## src/rtl/ctrl_unit.sv

```systemverilog
// ctrl_unit: single-cycle instruction decoder that turns Op/Func into datapath control flags and an ALU opcode.
// Optional macro CTRL_ILLEGAL_STICKY_EN adds a registered sticky IllegalSeen flag; otherwise IllegalSeen is tied to 0.
module ctrl_unit (
   input  logic       CLK,
   input  logic       RESET,
   input  logic [5:0] Op,
   input  logic [5:0] Func,
   output logic       Branch,
   output logic       MtoR,
   output logic       MW,
   output logic       MR,
   output logic       Alusel,
   output logic       RW,
   output logic       J,
   output logic       Jal,
   output logic       Jr,
   output logic       LB,
   output logic       blez,
   output logic       rotrv,
   output logic       bltzal,
   output logic [3:0] ALUOp,
   output logic       Illegal,
   output logic       IllegalSeen
);

   localparam logic [5:0] OP_RTYPE  = 6'b000000;
   localparam logic [5:0] OP_ORI    = 6'b001101;
   localparam logic [5:0] OP_LUI    = 6'b001111;
   localparam logic [5:0] OP_LW     = 6'b100011;
   localparam logic [5:0] OP_LB     = 6'b100000;
   localparam logic [5:0] OP_SW     = 6'b101011;
   localparam logic [5:0] OP_BEQ    = 6'b000100;
   localparam logic [5:0] OP_BLEZ   = 6'b000110;
   localparam logic [5:0] OP_J      = 6'b000010;
   localparam logic [5:0] OP_JAL    = 6'b000011;
   localparam logic [5:0] OP_BLTZAL = 6'b000001;

   localparam logic [5:0] FN_NOP    = 6'b000000;
   localparam logic [5:0] FN_ADDU   = 6'b100001;
   localparam logic [5:0] FN_SUBU   = 6'b100011;
   localparam logic [5:0] FN_ROTRV  = 6'b000110;
   localparam logic [5:0] FN_JR     = 6'b001000;

   localparam logic [3:0] ALU_ADD   = 4'b0000;
   localparam logic [3:0] ALU_SUB   = 4'b0001;
   localparam logic [3:0] ALU_OR    = 4'b0010;
   localparam logic [3:0] ALU_LUI   = 4'b0011;
   localparam logic [3:0] ALU_ROTR  = 4'b0100;

   // Every output defaults to 0 so unlisted and illegal encodings are inert.
   always_comb begin
      Branch  = 1'b0;
      MtoR    = 1'b0;
      MW      = 1'b0;
      MR      = 1'b0;
      Alusel  = 1'b0;
      RW      = 1'b0;
      J       = 1'b0;
      Jal     = 1'b0;
      Jr      = 1'b0;
      LB      = 1'b0;
      blez    = 1'b0;
      rotrv   = 1'b0;
      bltzal  = 1'b0;
      ALUOp   = ALU_ADD;
      Illegal = 1'b0;
      case (Op)
         OP_RTYPE: begin
            case (Func)
               FN_NOP: begin
                  Illegal = 1'b0;
               end
               FN_ADDU: begin
                  RW    = 1'b1;
                  ALUOp = ALU_ADD;
               end
               FN_SUBU: begin
                  RW    = 1'b1;
                  ALUOp = ALU_SUB;
               end
               FN_ROTRV: begin
                  rotrv = 1'b1;
                  RW    = 1'b1;
                  ALUOp = ALU_ROTR;
               end
               FN_JR: begin
                  Jr = 1'b1;
               end
               default: begin
                  Illegal = 1'b1;
               end
            endcase
         end
         OP_ORI: begin
            Alusel = 1'b1;
            RW     = 1'b1;
            ALUOp  = ALU_OR;
         end
         OP_LUI: begin
            Alusel = 1'b1;
            RW     = 1'b1;
            ALUOp  = ALU_LUI;
         end
         OP_LW: begin
            MR     = 1'b1;
            MtoR   = 1'b1;
            Alusel = 1'b1;
            RW     = 1'b1;
            ALUOp  = ALU_ADD;
         end
         OP_LB: begin
            MR     = 1'b1;
            MtoR   = 1'b1;
            Alusel = 1'b1;
            RW     = 1'b1;
            LB     = 1'b1;
            ALUOp  = ALU_ADD;
         end
         OP_SW: begin
            MW     = 1'b1;
            Alusel = 1'b1;
            ALUOp  = ALU_ADD;
         end
         OP_BEQ: begin
            Branch = 1'b1;
            ALUOp  = ALU_SUB;
         end
         OP_BLEZ: begin
            blez = 1'b1;
         end
         OP_J: begin
            J = 1'b1;
         end
         OP_JAL: begin
            Jal = 1'b1;
            RW  = 1'b1;
         end
         OP_BLTZAL: begin
            bltzal = 1'b1;
            RW     = 1'b1;
         end
         default: begin
            Illegal = 1'b1;
         end
      endcase
   end

`ifdef CTRL_ILLEGAL_STICKY_EN
   // Sticky flag: once any illegal encoding is decoded it stays set until RESET.
   logic illegal_seen_q = 1'b0;

   always_ff @(posedge CLK) begin
      if (RESET) begin
         illegal_seen_q <= 1'b0;
      end else if (Illegal) begin
         illegal_seen_q <= 1'b1;
      end
   end

   assign IllegalSeen = illegal_seen_q;
`else
   logic unused_clk_rst;

   assign unused_clk_rst = CLK ^ RESET;
   assign IllegalSeen    = 1'b0;
`endif

endmodule

```

## config.mk

```make
export PLATFORM = sky130hd
export DESIGN_NAME = ctrl_unit
export DESIGN_NICKNAME = d
export VERILOG_FILES = /design/src/rtl/ctrl_unit.sv
export SDC_FILE = /design/constraint.sdc
export NUM_CORES = 1
export LEC_CHECK = 0
export ABC_CLOCK_PERIOD_IN_PS = 1700
export CORE_MARGIN = 3
export CORE_UTILIZATION = 31
export DETAILED_ROUTE_END_ITERATION = 10
export GPL_TIMING_DRIVEN = 0
export PLACE_DENSITY = 0.81
export SETUP_SLACK_MARGIN = 0.1
export SLEW_MARGIN = 0
export SYNTH_ARGS = -nofsm -noshare
export SYNTH_HDL_FRONTEND = slang
export SYNTH_SLANG_ARGS = --single-unit
```

## constraint.sdc

```tcl
create_clock -name vclk -period 1.7
set_input_delay 0.255 -clock vclk [all_inputs]
set_output_delay 0.255 -clock vclk [all_outputs]
set_load 0.02 [all_outputs]
```

==> impl_results.md <==
- Status: complete, but fails checks
- Failing checks: setup timing
- FP Rows: 12
- Pwr Density: 191 nW/µm²
- Initial drt markers: 3
- Met3 Use GR: 0.0129
- Routability congestion estimate: 0.799
- Non-Filler Instances: 121
- Mapped cell area: 403 µm²
- First-pass GRT wire length: 2470 µm
- Sequential fraction of the synthesis area: 0
- Number of vias per cell: 5.04
- Worst Path Required: 1440 ps
- Die height: 42.1 µm
- Via count: 610
- Commonest non-fill, non-tap cell in the layout: buf_4
- Share of cells above drive strength 1: 0.607
- Mean Syn Cell Area: 6.40 µm²
- Global route overflow: 0
- Unrepaired setup endpoints after global routing: true
- Area occupied by registers: 0 µm²
- Die area: 1770 µm²
- Hold Path Class: in2out
- Post-Synth Adder-Cell Area: 0
- Leakage: 0.416 nW
- Detailed placement HPWL: 962 µm
- Seq_cells: 0
- Slew Viols, Final: 0
- Area Overhead vs Synth: 125%
- Synth Area in Simple Gates: 0.547
- DR pass1 iterations: 4
- End of the critical path: ALUOp[2]
- Fin. Hold Viols: 0
- I/O Buffers: 26
- Fin crit share: 1.05
- Fmax: 0.561 GHz
- Leading cell types in the layout, fill and taps excluded: 22 x buf_4, 10 x nor2_1, 9 x buf_6
- Fin nets: 123
- Drt wl/cell: 13.3 µm
- Drt drc: 0
- Worst Setup End Kind: output port
- Global route hottest layer: met2
- Switching Fraction: 0.469
- Multi-input logic area: 404 µm²
- Post-synthesis mux area share: 0
- Part of the power in registers: 0
- Crit path DAT: 1530 ps
- Comb pwr share: 1.000
- Clock power share: 0
- Worst Setup SP: Op[3]
- Worst VDD drop: 0.155 mV
- Met1 usage: 0.192
- GRT Overall Usage: 0.167
- NetSw: 0.0813 mW
- Fillcell total: 85
- Final min period: 1780 ps
- Max cap viols: 0
- Vias in the first global route: 553
- WS Path Type: in2out
- Die X: 42.1 µm
- Clock buffer count: 0
- Largest family of logic cells by synthesized area: simple AND/OR/NAND/NOR gates
- Placed cells: 104
- Finish-stage setup viols: 5
- Post-Route WL: 1610 µm
- N_diodes: 0
- Startpoint types: input port
- Setup TNS: -236 ps
- Final Worst Setup Slack: -81.6 ps
- Total core area: 1160 µm²
- Initial antenna violation count: 0
- Initial Util: 0.348
- Met2 usage: 0.333
- Internal power component: 0.0921 mW
- Final Util: 0.786
- Synth warn: 0
- XOR/XNOR Fraction of Synth Area: 0
- Synth Area in Compound Gates: 0.227
- Routed Antenna Nets: 0
- Worst Path Max Fanout: 6
- Largest net degree at the start of global routing: 11
- # IOs: 33
- Syn Inst Count: 63
- Synth unique cells: 32
synth_stat cells, drive strengths merged, types with 2 or more instances:
cell type	instances	area [µm²]
a21oi	2	10.0
and3b	2	18.8
buf	8	68.8
clkbuf	3	15.0
nand2	4	15.0
nand2b	3	18.8
nand3	4	25.0
nand3b	2	15.0
nor2	13	56.3
nor3b	2	15.0
nor4	2	12.5
o21ai	5	28.8
worst max-delay path, cell delays in order:
cell     delay [ps]
buf_12          100
or4_4           520
buf_6           150
nor2_4          100
nand3_4         100
nor2_4          100
buf_6            90
buf_6           100
power by group through the flow:
stage               logic, mW  registers (mW)  clock network (mW)
floorplan              0.0839               0                   0
global placement        0.132               0                   0
detailed placement      0.134               0                   0
CTS                     0.159               0                   0
global route            0.185               0                   0
finish                  0.173               0                   0
routing by layer:
layer  up-vias  part of all wire
li1        308                 -
met1       277              0.40
met2        25              0.54
met3         0             0.057
met4         0                 0
met5         -                 0
final cells by class:
cell class                      count  share of cell area
Inverter                            1             0.00413
Buffer                             11               0.146
Timing Repair Buffer               43               0.386
Tap cell                           14              0.0193
Multi-Input combinational cell     52               0.445
metrics by stage:
step	worst slack (ps)	hold WS [ps]	power [mW]	instance area (µm²)
floorplan	-9.45	552	0.0839	487
global placement	-1110	1190	0.132	764
detailed placement	-1130	1180	0.134	764
CTS	-107	780	0.159	866
global route	-113	828	0.185	908
finish	-81.6	813	0.173	908
logic make-up (layout without fill, tap and decap cells):
kind of cell	count (synthesis)	after routing
AND/OR/NAND/NOR	37	37
AO/OA/AOI/OAI	13	13
buffers and inverters	12	55
other	1	2
how the worst min path moves through the flow:
stage,from,to,slack (ps),cells past startpoint
4_1_cts,Op[4],Alusel,780,3
5_1_grt,Op[1],bltzal,830,3
3_5_place_dp,Op[3],MR,1180,3
2_1_floorplan,Op[4],Alusel,550,1
3_3_place_gp,Op[3],MR,1190,3
6_report,Op[1],bltzal,810,3
timing repair:
action / 4_1_cts / 5_1_grt
resized for setup: 107 / 15
buffers inserted: 12 / 5
pin swaps: 10 / 5
hold buffers: 0 / 0
endpoints found under the setup margin: 17 / 12
Power figures use the tool's default switching activity.
